--- config.mk ---
export PLATFORM = sky130hd
export DESIGN_NAME = request_unit
export DESIGN_NICKNAME = d
export VERILOG_FILES = /design/src/rtl/cpu_types_pkg.sv /design/src/rtl/request_unit_sat_counter.sv /design/src/rtl/request_unit.sv
export SDC_FILE = /design/constraint.sdc
export NUM_CORES = 1
export LEC_CHECK = 0
export ABC_AREA = 1
export CAP_MARGIN = 15
export CORE_ASPECT_RATIO = 0.75
export CORE_MARGIN = 3
export CORE_UTILIZATION = 45
export DETAILED_ROUTE_END_ITERATION = 12
export PLACE_DENSITY_LB_ADDON = 0.12
export SLEW_MARGIN = 20
export SYNTH_ARGS = -nofsm -noshare
export SYNTH_HDL_FRONTEND = slang
export SYNTH_SLANG_ARGS = --single-unit
export TNS_END_PERCENT = 50
--- constraint.sdc ---
create_clock -name CLK -period 3.4 [get_ports CLK]
set_input_delay 0.68 -clock CLK [delete_from_list [all_inputs] [get_ports CLK]]
set_output_delay 0.68 -clock CLK [all_outputs]
set_load 0.01 [all_outputs]
--- src/rtl/cpu_types_pkg.sv ---
// Shared types for the request sequencing logic of the stalling MIPS core.
package cpu_types_pkg;

  // Sequencer states: fetching an instruction, waiting on a data access,
  // or parked after a HALT instruction.
  typedef enum logic [1:0] {
    FETCH = 2'd0,
    DATA  = 2'd1,
    HALT  = 2'd2
  } reqstate_t;

  // Kind of data access latched when an instruction leaves FETCH.
  typedef struct packed {
    logic rd;
    logic wr;
  } dreq_t;

  // Collapse the decode strobes into the access actually issued: a
  // simultaneous load and store is illegal, and the store is kept.
  function automatic dreq_t resolve_dreq(input logic ren, input logic wen);
    dreq_t r;
    r.wr = wen;
    r.rd = ren & ~wen;
    return r;
  endfunction

endpackage

--- src/rtl/request_unit_sat_counter.sv ---
// Saturating up-counter used for the retire and stall performance counters.
// It stops at all-ones instead of wrapping so a long run never reads as short.
module sat_counter #(
  parameter int W = 32
) (
  input  logic         CLK,
  input  logic         RST,
  input  logic         inc,
  output logic [W-1:0] count
);

  // Count enabled cycles, holding once every bit is set.
  always_ff @(posedge CLK) begin
    if (RST) begin
      count <= '0;
    end else if (inc && (count != '1)) begin
      count <= count + 1'b1;
    end
  end

endmodule

--- src/rtl/request_unit.sv ---
// Request sequencer between decode and the cache interface. It holds the PC
// until the instruction fetch and any data access have both hit, so every
// instruction retires exactly once, and keeps sticky error/timeout flags and
// retire/stall counters.
module request_unit
  import cpu_types_pkg::*;
#(
  parameter int CNT_W   = 32,
  parameter int TIMEOUT = 1024
) (
  input  logic             CLK,
  input  logic             RST,
  input  logic             iREN,
  input  logic             dREN,
  input  logic             dWEN,
  input  logic             halt,
  input  logic             ihit,
  input  logic             dhit,
  output logic             imemREN,
  output logic             dmemREN,
  output logic             dmemWEN,
  output logic             pcEN,
  output logic             halted,
  output logic             err,
  output logic             timeout,
  output logic [CNT_W-1:0] retire_cnt,
  output logic [CNT_W-1:0] stall_cnt
);

  // Wide enough to hold TIMEOUT itself, where the counter parks.
  localparam int             TW      = $clog2(TIMEOUT + 1);
  localparam logic [TW-1:0]  TO_MAX  = TW'(TIMEOUT);
  localparam logic [TW-1:0]  TO_LAST = TW'(TIMEOUT - 1);

  reqstate_t     state;
  reqstate_t     state_next;
  logic [TW-1:0] wait_cnt;
  logic          mem_op;
  dreq_t         dreq;
  logic          stall_inc;

  assign mem_op = dREN | dWEN;
  assign dreq   = resolve_dreq(dREN, dWEN);

  // Next-state, fetch request and PC enable; reset masks the strobes so
  // nothing is requested or retired while RST is high.
  always_comb begin
    // NOTE: every signal gets a default before the case so no path leaves
    // one unassigned, which would otherwise infer a latch.
    state_next = state;
    imemREN    = 1'b0;
    pcEN       = 1'b0;
    unique case (state)
      FETCH: begin
        imemREN = iREN;
        if (ihit) begin
          if (halt) begin
            state_next = HALT;
          end else if (mem_op) begin
            state_next = DATA;
          end else begin
            pcEN = 1'b1;
          end
        end
      end
      DATA: begin
        if (dhit) begin
          pcEN       = 1'b1;
          state_next = FETCH;
        end
      end
      HALT: begin
        state_next = HALT;
      end
      default: begin
        state_next = FETCH;
      end
    endcase
    if (RST) begin
      imemREN = 1'b0;
      pcEN    = 1'b0;
    end
  end

  // State register plus the registered data requests, launched when the
  // fetch hits and dropped once the data cache answers.
  always_ff @(posedge CLK) begin
    // NOTE: sequential state uses non-blocking assignment so every register
    // samples pre-edge values regardless of statement order.
    if (RST) begin
      state   <= FETCH;
      dmemREN <= 1'b0;
      dmemWEN <= 1'b0;
    end else begin
      state <= state_next;
      if (state == FETCH && ihit && !halt && mem_op) begin
        dmemREN <= dreq.rd;
        dmemWEN <= dreq.wr;
      end else if (state == DATA && dhit) begin
        dmemREN <= 1'b0;
        dmemWEN <= 1'b0;
      end
    end
  end

  // Sticky status: halted from the cycle after HALT is entered, err on an
  // illegal strobe combination at fetch time.
  always_ff @(posedge CLK) begin
    if (RST) begin
      halted <= 1'b0;
      err    <= 1'b0;
    end else if (state == FETCH && ihit) begin
      if (halt) begin
        halted <= 1'b1;
      end
      if ((halt && mem_op) || (!halt && dREN && dWEN)) begin
        err <= 1'b1;
      end
    end
  end

  // Data-access watchdog: counts DATA cycles without dhit, parks at TIMEOUT
  // and raises the sticky flag on the cycle it gets there.
  always_ff @(posedge CLK) begin
    if (RST) begin
      wait_cnt <= '0;
      timeout  <= 1'b0;
    end else if (state == DATA) begin
      if (dhit) begin
        wait_cnt <= '0;
      end else if (wait_cnt != TO_MAX) begin
        wait_cnt <= wait_cnt + 1'b1;
        if (wait_cnt == TO_LAST) begin
          timeout <= 1'b1;
        end
      end
    end
  end

  // A stall is any cycle with a memory request outstanding and no retire.
  assign stall_inc = (imemREN | dmemREN | dmemWEN) & ~pcEN;

  sat_counter #(.W(CNT_W)) u_retire_cnt (
    .CLK   (CLK),
    .RST   (RST),
    .inc   (pcEN),
    .count (retire_cnt)
  );

  sat_counter #(.W(CNT_W)) u_stall_cnt (
    .CLK   (CLK),
    .RST   (RST),
    .inc   (stall_inc),
    .count (stall_cnt)
  );

endmodule

# Word-level counts from Yosys, hierarchy flattened
# Cells that the tools add are included.
dict set report word_totals {
  regBits 82
  out_inout_bits 71
  wordCells 66
}
dict set report classes {
  n_addsub 3
  n_eq_ne 9
  muxes 18
  bitwise_logic 8
  reduce_logical 19
}
# op count
set op_table {}
lappend op_table {{$add A32 B1 Y32 const B} 2}
lappend op_table {{$ne A32 B32 Y1 const B} 2}
lappend op_table {{$mux W11} 2}
lappend op_table {{$add A11 B1 Y11 const B} 1}
lappend op_table {{$eq A11 B10 Y1 const B} 1}
lappend op_table {{$ne A11 B11 Y1 const B} 1}
lappend op_table {{$mux W1} 10}
lappend op_table {{$logic_and A1 B1 Y1} 9}
lappend op_table {{$mux W2} 4}
lappend op_table {{$pmux W2 S3} 1}
lappend op_table {{$reduce_and A2 Y1} 3}
lappend op_table {{$ne A2 B2 Y1 const B} 2}
lappend op_table {{$reduce_and A4 Y1} 1}
lappend op_table {{$reduce_bool A2 Y1} 2}
lappend op_table {{$ne A3 B3 Y1 const B} 1}
lappend op_table {{$not A1 Y1} 3}
lappend op_table {{$or A1 B1 Y1} 3}
lappend op_table {{$reduce_and A3 Y1} 1}
lappend op_table {{$and A1 B1 Y1} 2}
lappend op_table {{$eq A2 B1 Y1 const B} 1}
lappend op_table {{$eq A2 B2 Y1 const B} 1}
lappend op_table {{$logic_not A2 Y1} 1}
lappend op_table {{$pmux W1 S2} 1}
lappend op_table {{$logic_not A1 Y1} 1}
lappend op_table {{$logic_or A1 B1 Y1} 1}

# Depth between registers and ports, before layout
# Gate-level depths: netlist of run 1.
dict set report logic_depth {
  word_depth 9
  mapped_depth 12
}

# Cells and area by module
# A second synthesis of run 1 with hierarchy kept.
dict set report hier_totals {
  cells_unflattened 797
  hier_area_um2 5117.4
}
# module instances cells_each area_per_inst_um2
set by_module_without_submodules {}
lappend by_module_without_submodules {sat_counter 2 324 2062.0}
lappend by_module_without_submodules {request_unit 1 149 993.5}

# Worst setup path after synthesis of run 1
# OpenSTA, ideal clock, no wires.
dict set report synth_timing {
  kind {in2out}
  from {input port ihit}
  to {output port pcEN}
  arrival_time_ns 1.411
  t_required_ns 2.720
  slack_ns 1.309
  stages 7
  cell_sequence {inv_1 > nor2_1 > nand2_1 > nand2_1 > nand2_1 > inv_1 > buf_2}
}
dict set report synth_between {
  elab_chain_cells 3
}
# element line_no
set synth_rtl {}
lappend synth_rtl {{start, declared} request_unit.sv:17} ;# input logic ihit,
lappend synth_rtl {{$mux W1} request_unit.sv:56} ;# if (ihit) begin
lappend synth_rtl {{$pmux W1 S2} request_unit.sv:53} ;# unique case (state)
lappend synth_rtl {{$mux W1} request_unit.sv:79} ;# if (RST) begin
lappend synth_rtl {{end, declared} request_unit.sv:22} ;# output logic pcEN,
# No other way between the ends.

# Worst setup path after layout of run 1
# Same ends and word-level chain as after synthesis.

==> results of run 1 <==
==> routing by layer <==
layer | wire (um) | vias up | track usage, %
met4 | 136 | 0 | 4.55
li1 | - | 2877 | -
met3 | 1050 | 15 | 4.06
met1 | 7700 | 2434 | 38.6
met2 | 5360 | 181 | 29.7
met5 | 0 | - | 0
==> worst reg2reg max path: stages, from the launching register on <==
cell and delay [ns]:
dfxtp_1 0.47, ha_1 0.37, nand3_2 0.18, inv_2 0.13, nand2_2 0.07, nor2_2 0.21, nand2_2 0.16, nand3_2 0.47
nand2_1 0.15, a21oi_1 0.17
==> stage by stage <==
stage | total power [uW] | instance area (um^2) | hold slack [ns] | util (%) | worst slack, ns
floorplan | 1080 | 5160 | 0.417 | - | 1.31
global placement | 1120 | 6000 | 0.438 | 54.3 | 0.492
detailed placement | 1110 | 6000 | 0.439 | 54.3 | 0.474
CTS | 2070 | 6290 | 0.453 | 56.9 | 0.466
global route | 2130 | 6290 | 0.478 | 56.9 | 0.373
finish | 2050 | 6290 | 0.448 | 56.9 | 0.477
==> sequential cells by signal, indices dropped and copies added (netlist names) <==
signal	count
dmemREN	1
dmemWEN	1
err	1
halted	1
state	2
timeout	1
u_retire_cnt.count	32
u_stall_cnt.count	32
wait_cnt	11
==> power breakdown <==
group	switching [uW]	leakage [uW]	total, uW	internal (uW)
registers	8.10	0.000661	976	968
clock network	433	0.000132	955	522
logic	82.1	0.00142	117	34.8
total	523	0.00221	2050	1520
==> cells by family after synthesis <==
logic type | count (synthesis) | share of synthesized area [%]
AO/OA/AOI/OAI | 82 | 8.17
XOR/XNOR | 25 | 4.24
adder cells (fa/ha/maj) | 4 | 0.970
buffers and inverters | 72 | 6.28
flip-flops | 82 | 31.8
AND/OR/NAND/NOR | 597 | 48.5
==> cells in the mapped netlist (2+ instances only) <==
library cell	n
buf_4	3
nand3_1	35
dfxtp_1	82
nand2_4	2
xor2_1	15
clkbuf_1	10
nand3_2	3
nand4_1	12
nand2_1	363
inv_1	48
nor2_4	2
inv_2	2
nor2_2	4
buf_6	5
nand2_2	3
nand3b_1	30
buf_2	4
a21oi_1	68
o21ai_0	10
nor2_1	135
nor3_1	8
ha_1	4
a21oi_2	2
xnor2_1	10
==> path summary, 6_finish.rpt <==
check | from | depth (start not counted) | end | slack [ns]
worst max-delay path | ihit | 8 | pcEN | 0.48
worst min-delay path | halted | 2 | halted | 0.45
worst max register to register | u_stall_cnt.count[0] | 9 | u_stall_cnt.count[19] | 0.97
worst min register to register | halted | 2 | halted | 0.45
==> cell type report <==
cell class / count / area [um^2] / share of cell area [%]
Sequential cell: 82 / 1640 / 26.1
Clock buffer: 10 / 239 / 3.80
Tap cell: 140 / 175 / 2.78
Timing Repair Buffer: 82 / 806 / 12.8
Multi-Input combinational cell: 708 / 3190 / 50.8
Inverter: 50 / 188 / 2.98
Clock inverter: 6 / 48.8 / 0.776
==> impl_metrics.py, run 1 <==
metrics = {
    "die": {
        "die_w_um": 130,
        "rows": 33,
        "start_util_pct": 46.6,
        "die_area_um2": 12800,
        "core_area_um2": 11100,
        "die_h_um": 98.7,
        "pin_count": 79,
    },
    "pwr": {
        "power.density_nw_per_um2": 325,
        "vdd_drop_max_uv": 270,
        "p_leak_uw": 0.00221,
    },
    "placed_design": {
        "dpl.cell_count": 1062,
        "numPortBuffers": 78,
        "place_hpwl_um": 10500,
        "gp_congestion": 0.946,
    },
    "worst_setup_path": {
        "crit_arrival_ns": 2.24,
        "slowest_stage": "clkdlybuf4s50_1",
        "critPathMaxStageDelay_ns": 0.54,
        "start_kind": "primary input",
        "crit_top_cell": "nand2_1",
        "crit_required_ns": 2.72,
        "path_buf_inv": 4,
        "critical_path.max_fanout": 4,
        "critPathKind": "in2out",
        "crit_family": "buffers and inverters",
        "path_cells": "clkdlybuf4s50_1 > inv_1 > nor2_1 > nand2_1 > nand2_1 > nand2_1 > inv_1 > clkdlybuf4s50_1",
        "end_kind": "output port",
    },
    "global_route": {
        "grt_pass1_wl_um": 24000,
        "gr-usage-all-layers_pct": 23.0,
        "grt-ovfl-total": 0,
        "grt_max_degree": 74,
        "grt_pass1_vias": 4737,
        "antenna_found_initial": 0,
    },
    "clock_tree": {
        "post_cts_buffers": 0,
        "cts-root-buf": "clkbuf_16",
        "post_cts_resize_count": 0,
        "cts_tree": "yes",
        "clkLatencyLatePin_ns": 0.34,
        "clockBufferDepth": 2,
        "clkTransAtPathRegs_ns": 0.07,
        "cts_made_buffers": 9,
        "cts.sinks": 82,
        "cts_max_level": 3,
        "hold_buffers": 0,
    },
    "synth": {
        "synth-async-reset-ratio_pct": 0,
        "synth.top_cell.area_share_pct": 31.8,
        "synth-seq-cells": 82,
        "synth_area_um2": 5160,
        "synth_fp_nets": 874,
        "synth_edf_count": 0,
        "synthTopCellsByArea": "dfxtp_1 32%, nand2_1 26%, nor2_1 9.8%",
        "yosysTopAreaCell": "dfxtp_1",
        "postSynthCellCount": 862,
        "synth_cell_type_count": 26,
        "seq_area_frac_synth_pct": 31.8,
        "avgSynthCellArea_um2": 5.99,
        "yosysWarnings": 0,
        "ys.flop_type": "dfxtp_1",
    },
    "finish": {
        "layout_common_cells": "363 x nand2_1, 135 x nor2_1, 82 x dfxtp_1",
        "final_layout_size_suffix_gt1_share_pct": 4.16,
        "stdcell_count": 1078,
        "diodes": 0,
        "num-nets-final": 945,
        "area_growth_pct": 21.9,
        "nFillCells": 1136,
        "final_common_cell": "nand2_1",
    },
    "sta": {
        "tightest_slew_ns": 0.795,
        "maxSlewHeadroom_pct": 47.0,
        "finalCriticalPeriod_ns": 2.92,
        "finClkSkew_ns": 0.00442,
        "hold_viol_final": 0,
        "tns_ns": 0,
        "fmax_mhz": 342,
        "report.final.slew_viol_count": 0,
        "rsz0062_at_grt": "no",
        "post-route-period-util_pct": 86.0,
        "setup_viol": 0,
    },
    "worst_hold_path": {
        "holdCritPathClass": "reg2reg",
    },
    "drt": {
        "via_per_inst": 5.11,
        "dr.pass1.iters": 5,
        "vias": 5507,
        "drtAntennaViolNets": 0,
        "drtIter0Drc": 492,
        "drt_wl_total_um": 14300,
        "drc": 0,
        "wl_per_cell_um": 13.2,
    },
    "run_status": {
        "status": "completed",
    },
    "job": {
        "maxCapViolations": 0,
    },
}
Power figures use the tool's default switching activity.
==> inputs of run 2 (changes only) <==
Settings changed: CTS_CLUSTER_DIAMETER set to 40.
==> results of run 2 <==
Final layout, timing and power as in run 1 (identical DEF).
==> edit 1, RTL diff (flow settings as in run 2) <==
Change the parameter `TIMEOUT` from 1024 to 512.
--- a/src/rtl/request_unit.sv
+++ b/src/rtl/request_unit.sv
@@ -7,5 +7,5 @@
 #(
   parameter int CNT_W   = 32,
-  parameter int TIMEOUT = 1024
+  parameter int TIMEOUT = 512
 ) (
   input  logic             CLK,
Function: no difference found for any inputs over 10 cycles, from zero or initial values and one cycle with RST high; that may be too few to reach the edited logic, so the function may still have changed.
==> edit 1 against run 2 <==
Setup slack got worse by 0.0024 ns; worst hold slack improved by 0.0053 ns; clock power rose by 1%; fmax about the same; via count up 0.80%; sequential share of layout area decreased by 0.20 points; synthesized area is 0.41% lower; total power grew 0.42%; utilization about the same; routed wire length rose by 5.0%; final area decreased by 0.46%; sequential cell count fell by 1; synthesized cell count shrank 2.3%; critical path type unchanged.
==> edit 1: results (changes against run 2) <==
- Run status: finished clean
- CTS root buf: clkbuf_16
- Syn nets: 854 (-2.3%)
- Port Buf Inserts: 78 (unchanged)
- Final weighted congestion in routability-driven placement: 0.960 (+1.5%)
- XOR/XNOR share of the synthesized area: 4.43% (+0.19 points)
- Post-synth cell types: 31 (+19%)
- First DRT Iteration DRCs: 382 (-22%)
- Synth top area cells: dfxtp_1 32%, nand2_1 25%, nor2_1 9.4%, a21oi_1 6.7%, nand3b_1 4.7%
- Share of cells above drive strength 1: 5.35% (+1.2 points)
- Leakage power: 0.00217 µW (-1.9%)
- Number of global-route vias before repair: 5042 (+6.4%)
- Nets: 925 (-2.1%)
- Final WL: 15.0 mm (+5.0%)
- CP max FO: 4 (unchanged)
- Data arrival, critical path: approximately 2.3 ns
- Total CTS buffers: 9 (unchanged)
- Antenna violations before repair: 0 (unchanged)
- Worst Tran Pin Value: 0.839 ns (+0.0433 ns)
- Resize count post-CTS: 0 (unchanged)
- Clock Path Buffers: 2 (unchanged)
- Ant diodes: 0 (unchanged)
- Clock Skew: 0.00935 ns (+0.00493 ns)
- Worst VDD drop: 0.275 mV (+1.6%)
- Post-DP Area: 5980 µm² (-0.42%)
- Complex-gate fraction of the synthesized area: 8.72% (+0.55 points)
- Clk pin slew, worst setup/hold paths: roughly 0.06 ns
- Post-CTS setup buffers: 0 (unchanged)
- Largest regs: u_retire_cnt.count: 32 flops, u_stall_cnt.count: 32 flops, wait_cnt: 10 flops
- First-pass GRT wire length: 24.9 mm (+3.7%)
- HPWL Detailed: 11.0 mm (+4.4%)
- CTS H-tree lvls: 3 (unchanged)
- Register area share after synthesis: 31.6% (-0.26 points)
- Synth Area in Adders: 0.974% (+0.0040 points)
- Synth warn: 0 (unchanged)
- First drt pass iteration count: 5 (unchanged)
- Clk_lat worst skew: 0.34 ns (about the same)
- GR Util All Layers: 24.0% (+1.0 points)
- Async set-reset flop share out of synthesis: 0% (unchanged)
- TNS Setup: 0 ns (unchanged)
- Post-synthesis mux area share: 0% (unchanged)
- Worst Hold Class: flip-flop to flip-flop
- Vias after detailed routing: 5551 (+0.80%)
- Synth top cells by count: 344 x nand2_1, 129 x nor2_1, 81 x dfxtp_1, 69 x a21oi_1, 45 x inv_1
- Prevailing post-synth register cell: dfxtp_1
- Largest net degree at the start of global routing: 73 (-1.4%)
edit 1: changes by cell type in the layout (fill, tap and decap cells not counted), sizes merged, moves of 2 or more:
cell | run 2 | this run
clkinv | 1 | 3
nand2 | 368 | 353
nor3 | 8 | 3
nand4 | 12 | 17
nor2 | 141 | 135
clkinvlp | 3 | 0
a21oi | 70 | 74
nand3 | 38 | 32
nand3b | 30 | 32
edit 1: routing by layer:
layer	share of wire (%)	track usage, %	up-vias
li1	-	-	2816
met5	0	0	-
met2	41	34.2	203
met4	0.66	3.95	0
met3	8.3	6.18	12
met1	50	36.7	2520
edit 1: worst paths after layout:
check / from / end / slack, ns / cells past startpoint
worst max register to register: u_retire_cnt.count[0] / u_retire_cnt.count[16] / 1.01 / 9
worst min register to register: halted / halted / 0.45 / 2
worst max-delay path: ihit / pcEN / 0.47 / 8
worst min-delay path: halted / halted / 0.45 / 2
edit 1: final cells by class:
cell class                 count  area [µm²]
tap                          140         175
sequential                    81        1620
multi-input combinational    687        3180
timing repair buffer          83         813
inverter                      51         191
clock inverter                 4        45.0
fill                        1067        4760
clock buffer                  10         239
edit 1: cells by family after synthesis:
family                     count (synthesis)
xor gates and xnor gates                  26
and+or+nand+nor                          572
adders and majority gates                  4
DFF                                       81
buffers and inverters                     74
AOI/OAI and AO/OA                         85
edit 1: per-stage QoR:
step / setup slack (ns) / utilization (%) / std cells
floorplan: 1.39 / - / 842
global placement: 0.490 / 54.2 / 1042
detailed placement: 0.493 / 54.2 / 1042
CTS: 0.479 / 56.8 / 1056
global route: 0.395 / 56.8 / 1056
finish: 0.474 / 56.8 / 1056
edit 1: worst max-delay path: stages:
cell and delay [ns]:
clkdlybuf4s50_1 0.49, inv_1 0.05, nor2_2 0.16, nand2_1 0.08, nand2_1 0.08, nand2_1 0.09, inv_2 0.08, clkdlybuf4s50_1 0.53
edit 1: power breakdown:
part	switching, µW	total, µW	internal (µW)	leakage [µW]
logic	87.8	126	37.9	0.00138
clock network	388	965	577	0.000144
registers	8.44	965	957	0.000653
total	484	2060	1570	0.00217
==> edit 2, RTL diff (flow settings as in run 2) <==
Without the edit above. Encoding of `reqstate_t`: now one-hot (3 bits for 3 states).
--- a/src/rtl/cpu_types_pkg.sv
+++ b/src/rtl/cpu_types_pkg.sv
@@ -4,8 +4,8 @@
   // Sequencer states: fetching an instruction, waiting on a data access,
   // or parked after a HALT instruction.
-  typedef enum logic [1:0] {
-    FETCH = 2'd0,
-    DATA  = 2'd1,
-    HALT  = 2'd2
+  typedef enum logic [2:0] {
+    FETCH = 3'b001,
+    DATA  = 3'b010,
+    HALT  = 3'b100
   } reqstate_t;
 
Function: same outputs for any inputs over 10 cycles, from zero or initial values and one cycle with RST high; not proved beyond that.
==> edit 2 against run 2 <==
Final area is 2.2% higher; largest power group is now the clock network; synthesized area increased by 2.1%; sequential cell count rose by 1; cell count is 0.37% higher; routed wire length rose by 3.6%; setup slack worse by 0.16 ns; via count is 2.0% higher; total power increased by 6.6%.
==> edit 2: results (changes against run 2) <==
- MaxCap Viol Count: 0 (unchanged)
- Prevailing post-synth register cell: dfxtp_1
- Synth top cells by count: 338 x nand2_1, 132 x nor2_1, 83 x dfxtp_1, 66 x a21oi_1, 49 x inv_1
- Post-DP Area: 6120 µm² (+2.0%)
- Layout filler cell count: 1067 (-6.1%)
- Clock Path Buffers: 2 (unchanged)
- Final Instance Area: 6430 µm² (+2.2%)
- Synth warn: 0 (unchanged)
- Antenna violations before repair: 0 (unchanged)
- Data arrival, critical path: 2.40 ns (+0.16 ns)
- Worst Tran Pin Value: 0.763 ns (-0.0325 ns)
- Post-synth cell types: 36 (+38%)
- Final WL: 14.8 mm (+3.6%)
- Vias per cell: 5.19 (+1.7%)
- Synth top area cells: dfxtp_1 32%, nand2_1 24%, nor2_1 9.4%, a21oi_1 6.3%, nand3b_1 4.0%
- GR Util All Layers: 22.6% (-0.33 points)
- First DRT Iteration DRCs: 496 (+0.81%)
- CTS H-tree lvls: 3 (unchanged)
- Register area share after synthesis: 31.5% (-0.27 points)
- Run status: finished clean
- Largest regs: u_retire_cnt.count: 32 flops, u_stall_cnt.count: 32 flops, wait_cnt: 11 flops
- Syn nets: 861 (-1.5%)
- CTS root buf: clkbuf_16
- Sw Pwr: 515 µW (-1.6%)
- Worst Hold Class: flip-flop to flip-flop
- Largest net degree at the start of global routing: 67 (-9.5%)
- Total CTS buffers: 9 (unchanged)
- Ant diodes: 0 (unchanged)
- Worst slack, placed: 0.304 ns (-0.171 ns)
- Nets: 933 (-1.3%)
- Max Slew Vio Count: 0 (unchanged)
- Number of global-route vias before repair: 4857 (+2.5%)
- Setup crit end kind: primary output
- Clock Skew: 0.00612 ns (+0.00170 ns)
- Leakage power: 0.00233 µW (+5.1%)
- First drt pass iteration count: 5 (unchanged)
- Worst VDD drop: 0.234 mV (-13%)
- Resize count post-CTS: 0 (unchanged)
- Post-CTS setup buffers: 0 (unchanged)
- Clk pin slew, worst setup/hold paths: 0.06 ns
- Clk_lat worst skew: 0.34 ns (about the same)
- Port Buf Inserts: 78 (unchanged)
- Share of cells above drive strength 1: 4.97% (+0.82 points)
- CP max FO: 10 (+6)
- Final weighted congestion in routability-driven placement: 0.968 (+2.4%)
- First-pass GRT wire length: 24.0 mm (about the same)
- HPWL Detailed: 10.8 mm (+2.3%)
- Async set-reset flop share out of synthesis: 0% (unchanged)
[edit 2: cell types whose count changed after synthesis, moves of 3 or more]
cell,before,now
nor2_1,135,132
nand3_1,35,38
nand2_4,2,5
nand2_1,363,338
[edit 2: worst paths after layout]
| kind | to | startpoint | slack, ns | cells after the start |
|---|---|---|---|---|
| setup reg to reg | u_retire_cnt.count[17] | u_retire_cnt.count[0] | 1.16 | 9 |
| hold reg to reg | timeout | timeout | 0.46 | 2 |
| hold / removal | timeout | timeout | 0.46 | 2 |
| setup / recovery | pcEN | dhit | 0.32 | 6 |
[edit 2: final cells by class]
class | count | share of cell area, %
well taps | 157 | 3.05
clock inverters | 5 | 1.23
clock buffers | 10 | 3.56
repair buffers | 80 | 12.3
flip-flops and latches | 83 | 25.8
multi-input cells | 695 | 51.0
inverters | 52 | 3.03
[edit 2: per-stage QoR]
stage                     cells  util, %  hold WS [ns]
final                      1082     57.5         0.456
after global routing       1082     57.5         0.493
after CTS                  1082     57.5         0.461
after detailed placement   1067     54.7         0.445
after global placement     1067     54.7         0.442
after floorplan             849        -         0.456
[edit 2: per-layer routing]
metal / GRT usage, % / share of wire, % / wire (µm) / vias up
met2: 33.0 / 43 / 6350 / 226
met3: 5.31 / 7.8 / 1150 / 8
li1: - / - / - / 2847
met5: 0 / 0 / 0 / -
met1: 33.9 / 48 / 7150 / 2538
met4: 5.06 / 0.68 / 101 / 0
[edit 2: cell families after synthesis]
kind of cell / count (synthesis) / share of synthesized area (%)
xor+xnor: 26 / 4.32
buf+inv: 71 / 6.18
fa+ha+maj: 4 / 0.950
compound gates: 90 / 9.64
flops: 83 / 31.5
simple gates: 575 / 47.4
[edit 2: worst max-delay path, stage by stage]
cell and delay [ns]:
clkdlybuf4s50_1 0.59, nand4_1 0.19, o21ai_2 0.14, nand2_4 0.16
inv_2 0.11, clkdlybuf4s50_1 0.53
[edit 2: power groups by stage]
stage	logic [µW]	registers, µW	clock network, µW
2_1_floorplan	111	1020	0
4_1_cts	152	994	1050
3_5_place_dp	152	1020	0
5_1_grt	169	996	1100
6_report	153	995	1040
3_3_place_gp	150	1020	0
